--- config.mk ---
export PLATFORM = sky130hd
export DESIGN_NAME = uart_rx_top_module
export DESIGN_NICKNAME = d
export VERILOG_FILES = /design/src/rtl/uart_rx_top_module.sv
export SDC_FILE = /design/constraint.sdc
export NUM_CORES = 1
export LEC_CHECK = 0
export CORE_ASPECT_RATIO = 0.9
export CORE_UTILIZATION = 40
export DETAILED_ROUTE_END_ITERATION = 10
export GPL_ROUTABILITY_DRIVEN = 1
export MAX_ROUTING_LAYER = met4
export PLACE_DENSITY_LB_ADDON = 0.2
export SYNTH_ARGS = -nofsm -noshare
export SYNTH_HDL_FRONTEND = slang
export SYNTH_SLANG_ARGS = --single-unit
--- constraint.sdc ---
create_clock -name clk -period 5.9 [get_ports clk]
set_input_delay 1.18 -clock clk [delete_from_list [all_inputs] [get_ports clk]]
set_output_delay 1.18 -clock clk [all_outputs]
set_load 0.02 [all_outputs]
--- src/rtl/uart_rx_top_module.sv ---
// UART receiver: 16x oversampled baud ticks, 2-flop input synchronizer and
// start/data/parity/stop deframing FSM with a one-cycle receive strobe.
module uart_rx_top_module #(
  parameter int CLK_FREQ   = 50_000_000,
  parameter int OVERSAMPLE = 16
) (
  input  logic       clk,
  input  logic       reset,
  input  logic [1:0] baud_rate,
  input  logic       din,
  input  logic [1:0] parity_type,
  output logic       recieve_flag,
  output logic [7:0] out,
  output logic       parity_bit
);

  localparam int TW = $clog2(OVERSAMPLE);
  localparam logic [TW-1:0] MID_TICK  = TW'(OVERSAMPLE / 2 - 1);
  localparam logic [TW-1:0] LAST_TICK = TW'(OVERSAMPLE - 1);
  localparam logic [19:0] DIV0_LAST = 20'(CLK_FREQ / (2400  * OVERSAMPLE) - 1);
  localparam logic [19:0] DIV1_LAST = 20'(CLK_FREQ / (4800  * OVERSAMPLE) - 1);
  localparam logic [19:0] DIV2_LAST = 20'(CLK_FREQ / (9600  * OVERSAMPLE) - 1);
  localparam logic [19:0] DIV3_LAST = 20'(CLK_FREQ / (19200 * OVERSAMPLE) - 1);

  typedef enum logic [2:0] {IDLE, START, DATA, PARITY, STOP} state_t;

  state_t        state_q, state_d;
  logic          din_s1_q, din_s2_q, din_prev_q;
  logic [19:0]   div_cnt_q, div_cnt_d;
  logic [TW-1:0] tick_cnt_q, tick_cnt_d;
  logic [2:0]    bit_cnt_q, bit_cnt_d;
  logic [7:0]    shift_q, shift_d;
  logic          par_rx_q, par_rx_d;
  logic [1:0]    baud_q, baud_d;
  logic [1:0]    ptype_q, ptype_d;
  logic [7:0]    out_q, out_d;
  logic          pbit_q, pbit_d;
  logic          flag_q, flag_d;

  logic [19:0] div_last;
  logic        tick;
  logic        div_restart;
  logic        par_en;
  logic        par_ok;

  always_comb begin
    case (baud_q)
      2'b00:   div_last = DIV0_LAST;
      2'b01:   div_last = DIV1_LAST;
      2'b10:   div_last = DIV2_LAST;
      default: div_last = DIV3_LAST;
    endcase
  end

  assign tick   = (div_cnt_q == div_last);
  assign par_en = (ptype_q == 2'b01) || (ptype_q == 2'b10);
  // Odd parity wants the XOR over data and parity to be 1, even wants 0.
  assign par_ok = !par_en || ((^shift_q ^ par_rx_q) == (ptype_q == 2'b01));

  always_comb begin
    state_d     = state_q;
    tick_cnt_d  = tick_cnt_q;
    bit_cnt_d   = bit_cnt_q;
    shift_d     = shift_q;
    par_rx_d    = par_rx_q;
    baud_d      = baud_q;
    ptype_d     = ptype_q;
    out_d       = out_q;
    pbit_d      = pbit_q;
    flag_d      = 1'b0;
    div_restart = 1'b0;

    case (state_q)
      IDLE: begin
        tick_cnt_d = '0;
        bit_cnt_d  = '0;
        // Needs a high->low transition, so a line stuck low never retriggers.
        if (din_prev_q && !din_s2_q) begin
          state_d     = START;
          baud_d      = baud_rate;
          ptype_d     = parity_type;
          div_restart = 1'b1;
        end
      end
      START: begin
        if (tick) begin
          if (tick_cnt_q == MID_TICK) begin
            tick_cnt_d = '0;
            state_d    = din_s2_q ? IDLE : DATA;
          end else begin
            tick_cnt_d = tick_cnt_q + TW'(1);
          end
        end
      end
      DATA: begin
        if (tick) begin
          if (tick_cnt_q == LAST_TICK) begin
            tick_cnt_d = '0;
            shift_d    = {din_s2_q, shift_q[7:1]};
            bit_cnt_d  = bit_cnt_q + 3'd1;
            if (bit_cnt_q == 3'd7) state_d = par_en ? PARITY : STOP;
          end else begin
            tick_cnt_d = tick_cnt_q + TW'(1);
          end
        end
      end
      PARITY: begin
        if (tick) begin
          if (tick_cnt_q == LAST_TICK) begin
            tick_cnt_d = '0;
            par_rx_d   = din_s2_q;
            state_d    = STOP;
          end else begin
            tick_cnt_d = tick_cnt_q + TW'(1);
          end
        end
      end
      STOP: begin
        if (tick) begin
          if (tick_cnt_q == LAST_TICK) begin
            tick_cnt_d = '0;
            state_d    = IDLE;
            if (din_s2_q && par_ok) begin
              out_d  = shift_q;
              pbit_d = par_en ? par_rx_q : 1'b0;
              flag_d = 1'b1;
            end
          end else begin
            tick_cnt_d = tick_cnt_q + TW'(1);
          end
        end
      end
      default: state_d = IDLE;
    endcase

    if (div_restart || tick) div_cnt_d = '0;
    else                     div_cnt_d = div_cnt_q + 20'd1;
  end

  always_ff @(posedge clk or posedge reset) begin
    if (reset) begin
      state_q    <= IDLE;
      din_s1_q   <= 1'b1;
      din_s2_q   <= 1'b1;
      din_prev_q <= 1'b1;
      div_cnt_q  <= '0;
      tick_cnt_q <= '0;
      bit_cnt_q  <= '0;
      shift_q    <= '0;
      par_rx_q   <= 1'b0;
      baud_q     <= 2'b00;
      ptype_q    <= 2'b00;
      out_q      <= 8'h00;
      pbit_q     <= 1'b0;
      flag_q     <= 1'b0;
    end else begin
      state_q    <= state_d;
      din_s1_q   <= din;
      din_s2_q   <= din_s1_q;
      din_prev_q <= din_s2_q;
      div_cnt_q  <= div_cnt_d;
      tick_cnt_q <= tick_cnt_d;
      bit_cnt_q  <= bit_cnt_d;
      shift_q    <= shift_d;
      par_rx_q   <= par_rx_d;
      baud_q     <= baud_d;
      ptype_q    <= ptype_d;
      out_q      <= out_d;
      pbit_q     <= pbit_d;
      flag_q     <= flag_d;
    end
  end

  assign recieve_flag = flag_q;
  assign out          = out_q;
  assign parity_bit   = pbit_q;

endmodule

# Word level (Yosys, flattened, before mapping)
# Cells that the tools add are included.
dict set report classes {
  addsub 3
  eq_ne 24
  n_mux 30
  n_bitwise 1
  n_reduce_logical 20
}
# op n
set op_table {}
lappend op_table {{$mux W3} 13}
lappend op_table {{$pmux W11 S3} 1}
lappend op_table {{$add A20 B1 Y20 const B} 1}
lappend op_table {{$eq A20 B20 Y1} 1}
lappend op_table {{$mux W20} 1}
lappend op_table {{$ne A2 B2 Y1 const B} 10}
lappend op_table {{$mux W4} 4}
lappend op_table {{$pmux W3 S5} 1}
lappend op_table {{$pmux W4 S3} 1}
lappend op_table {{$reduce_and A3 Y1} 4}
lappend op_table {{$reduce_and A10 Y1} 1}
lappend op_table {{$reduce_xor A8 Y1} 1}
lappend op_table {{$mux W1} 7}
lappend op_table {{$eq A3 B2 Y1 const B} 2}
lappend op_table {{$eq A3 B3 Y1 const B} 2}
lappend op_table {{$pmux W3 S2} 1}
lappend op_table {{$add A4 B1 Y4 const B} 1}
lappend op_table {{$eq A2 B1 Y1 const B} 2}
lappend op_table {{$eq A2 B2 Y1 const B} 2}
lappend op_table {{$eq A4 B3 Y1 const B} 1}
lappend op_table {{$eq A4 B4 Y1 const B} 1}
lappend op_table {{$reduce_and A4 Y1} 1}
lappend op_table {{$add A3 B1 Y3 const B} 1}
lappend op_table {{$eq A3 B1 Y1 const B} 1}
lappend op_table {{other kinds (13)} 17}
dict set report word_totals {
  regBits 56
  inputBits 7
  output_inout_bits 10
}

# Longest topological paths before layout
dict set report logic_depth {
  depth_word 9
  mapped_depth 9
  mapped_depth_nobuf 8
}

# Least setup slack after synthesis
# No wires, ideal clock.
dict set report synth_timing {
  kind {register to register}
  start {register baud_q[0]}
  end {register out_q[0], in the netlist out[0]}
  setup_ns 0.125
  t_arrival_ns 2.164
  required_ns 5.775
  setup_slack_ns 3.611
  path_stages_with_launch 9
  synth_period_minus_slack_ns 2.289
  path_cell_list {dfrtp_1 -> inv_1 -> ha_1 -> or4_2 -> o21ai_1 -> and2_1 -> buf_6 -> nand3b_4 -> mux2_2}
}
dict set report synth_between {
  elab_chain_len 4
}
# item line_no
set synth_lines {}
lappend synth_lines {{start: declaration} 34} ;# logic [1:0] baud_q, baud_d;
lappend synth_lines {{start signal: assignment} 166} ;# baud_q <= baud_d;
lappend synth_lines {{$eq A2 B2 Y1, or another cell as far along} 47} ;# case (baud_q)
lappend synth_lines {{$pmux W11 S3 *} 47}
lappend synth_lines {{$eq A20 B20 Y1 *} 55} ;# assign tick = (div_cnt_q == div_last);
lappend synth_lines {{$reduce_and A4 Y1 (no source line) *} n/a}
lappend synth_lines {{end signal: assignment} 168} ;# out_q <= out_d;
lappend synth_lines {{end: declaration} 36} ;# logic [7:0] out_q, out_d;
# Mark *: on every way between the ends. The rest lies on a longest branch, timed or not.
# A chain may end at the register's enable or synchronous reset.

# Worst setup path in the final report
dict set report layout_timing {
  start {register baud_q[0]}
  end {register state_q[2]}
}
dict set report layout_between {
  elab_chain_len 5
}
# item line_no
set layout_lines {}
lappend layout_lines {{$eq A2 B2 Y1, or another cell as far along} 47}
lappend layout_lines {{$pmux W11 S3 *} 47}
lappend layout_lines {{$eq A20 B20 Y1 *} 55}
lappend layout_lines {{$ne A2 B2 Y1 (no source line)} n/a}
lappend layout_lines {{$reduce_and A10 Y1 (no source line) *} n/a}
lappend layout_lines {{end signal: assignment} 157} ;# state_q <= state_d;
lappend layout_lines {{end: declaration} 27} ;# state_t state_q, state_d;
# Marks and branches as above.

==> results.json <==
{
  "grt_overflow": 0,
  "clk_pin_slew_ns": 0.11,
  "synth_top_area_share": 0.454,
  "io_pins": 17,
  "grt_pass1_wl_um": 9560,
  "postSynthCellCount": 282,
  "die-area_um2": 7650,
  "io_buffers": 16,
  "path_max_fanout": 20,
  "min_path_cells": 0,
  "htreeDepth": 2,
  "cts_tree": "built",
  "relSlewSlack": 0.519,
  "finalMaxSlewViolations": 0,
  "ys_seq_elements": 56,
  "start_kind": "register",
  "hold_buffers": 0,
  "end_kind": "register",
  "yosys-top-cells-count": "dfrtp_1, nor2_1, nand2_1",
  "clock-sinks": 56,
  "ys.flop_type": "dfrtp_1",
  "synth_area_leaders": "dfrtp_1, mux2_2, nor2_1",
  "reg2reg_depth": 7,
  "start_util": 0.413,
  "gp_congestion": 0.848,
  "arrival_ns": 2.92,
  "drive_gt1_frac": 0.151,
  "drt-total-wl_um": 5390,
  "num_rows": 29,
  "finalClockSkew_ns": 0.00819,
  "synth_cell_type_count": 47,
  "ctsResizeCount": 0,
  "first_pass_iters": 4,
  "cap_violations": 0,
  "vias": 2050,
  "async_flop_share": 1.00,
  "diodes": 0,
  "route.detailed.drc": 0,
  "hold_viol": 0,
  "grt_pass1_vias": 1976,
  "tns_ns": 0,
  "final_area_um2": 3260,
  "p_per_area_nw_per_um2": 312,
  "outcome": "finished clean",
  "drt_iter0_markers": 177,
  "max_freq_ghz": 0.377,
  "synth_edf_count": 0,
  "grt_usage": 0.163,
  "worst_pin_slew_ns": 0.721,
  "antenna_found_initial": 0,
  "core_um2": 7080,
  "yosysWarningCount": 0,
  "wl_per_cell_um": 13.7,
  "post_dp_cell_area_um2": 3170,
  "fin_nets": 314,
  "areaGrowthSynthToFinish_pct": 11.6,
  "required_ns": 6.16,
  "drt.antenna.violating_nets": 0,
  "hold_path.class": "register to register",
  "die_x_um": 92.1,
  "yosysTopAreaCell": "dfrtp_1",
  "final.min_clock_period_ns": 2.65,
  "numCtsBuffers": 5,
  "p_total_mw": 1.02,
  "post_cts.repair.setup_buffers": 0,
  "nFillCells": 674,
  "cellLeakagePower_nw": 1.48,
  "synthesis.area_um2": 2920,
  "viasPerCell": 5.23,
  "ys_seq_area_frac": 0.481,
  "cts_max_path_buffers": 2,
  "path_class": "register to register",
  "peakVddDrop_uv": 161,
  "grt_start_max_net_pins": 57,
  "place_ws_ns": 3.24,
  "worst_slack_ns": 3.25,
  "fp.dieH_um": 83.1,
  "post-dp-hpwl_um": 3760,
  "period_share": 0.450,
  "clk_latency_ns": 0.32,
  "synth.most_common_cell": "dfrtp_1",
  "synth_nets": 298,
  "cts_root_buf": "clkbuf_8",
  "rsz0062_at_grt": "false",
  "synth_area_per_cell_um2": 10.4,
  "finalSetupViolCount": 0
}
==> kinds of logic (layout without fill, tap and decap cells) <==
group / after synthesis / count (layout) / synth area share
compound gates: 34 / 34 / 0.0835
xor+xnor: 29 / 29 / 0.0916
fa+ha+maj: 9 / 9 / 0.0385
buf+inv: 16 / 33 / 0.0240
flops: 56 / 56 / 0.481
mux: 23 / 23 / 0.0886
simple gates: 115 / 115 / 0.193
==> registers in the layout, indices dropped and copies added (netlist names) <==
| register | cells |
|---|---|
| tick_cnt_q | 4 |
| din_s1_q | 1 |
| out | 8 |
| shift_q | 8 |
| par_rx_q | 1 |
| state_q | 3 |
| din_prev_q | 1 |
| parity_bit | 1 |
| din_s2_q | 1 |
| recieve_flag | 1 |
| div_cnt_q | 20 |
| ptype_q | 2 |
| bit_cnt_q | 3 |
| baud_q | 2 |
==> metal layers <==
metal | GRT usage | vias up | routed length (µm)
li1 | - | 1011 | -
met1 | 0.233 | 991 | 2820
met2 | 0.224 | 38 | 2270
met3 | 0.0311 | 10 | 196
met4 | 0.0696 | 0 | 97
met5 | - | - | 0
==> report_power, final <==
| group | leakage, nW | switching [mW] | internal (mW) |
|---|---|---|---|
| Clock | 0.0423 | 0.140 | 0.0868 |
| Sequential | 0.747 | 0.0543 | 0.428 |
| Combinational | 0.687 | 0.174 | 0.135 |
| Total | 1.48 | 0.368 | 0.650 |
==> final timing paths <==
| kind | startpoint | to | slack, ns |
|---|---|---|---|
| hold reg to reg | din_s1_q$_DFF_PP1_ | din_s2_q$_DFF_PP1_ | 0.37 |
| setup reg to reg | baud_q[0]$_DFFE_PP0P_ | state_q[2]$_DFFE_PP0P_ | 3.25 |
| hold / removal | din_s1_q$_DFF_PP1_ | din_s2_q$_DFF_PP1_ | 0.37 |
| max in group asynchronous | reset | tick_cnt_q[2]$_DFFE_PP0P_ | 4.06 |
| min in group asynchronous | reset | out[6]$_DFFE_PP0P_ | 1.36 |
| setup / recovery | baud_q[0]$_DFFE_PP0P_ | state_q[2]$_DFFE_PP0P_ | 3.25 |
==> final cells by class <==
cell class,count,area [µm²],area share
clock buffer,5,68.8,0.0211
clock inverter,3,26.3,0.00806
inverter,8,30.0,0.00921
multi-input combinational,210,1450,0.444
sequential,56,1410,0.431
tap,93,116,0.0357
timing repair buffer,17,168,0.0514
==> critical path, stage by stage (launching register included) <==
cell and delay, ns:
dfrtp_1 0.41, inv_1 0.07, ha_1 0.23, or4_2 0.61, o21ai_1 0.26, nand2_1 0.22, nand2_1 0.57, a22o_1 0.22
==> cell usage in the layout, fill, tap and decap left out, types with 3 or more instances in the layout <==
cell type	instances
nor2b_1	3
clkbuf_8	5
xor2_1	13
dfrtp_1	53
nand3_1	14
nand2_1	27
xnor2_1	15
ha_1	9
inv_1	7
nor2_1	39
a21oi_1	6
nand4_1	3
and3_1	4
dfstp_2	3
mux2_2	23
o21ai_0	9
nor3_1	6
a31oi_1	4
clkdlybuf4s50_1	16
==> per-stage QoR <==
step	hold WS, ns	instances	util
final	0.374	392	0.461
after global routing	0.393	392	0.461
after CTS	0.380	392	0.461
after detailed placement	0.355	384	0.448
after global placement	0.347	384	0.448
after floorplan	0.345	282	-
(Power assumes the default switching activity.)
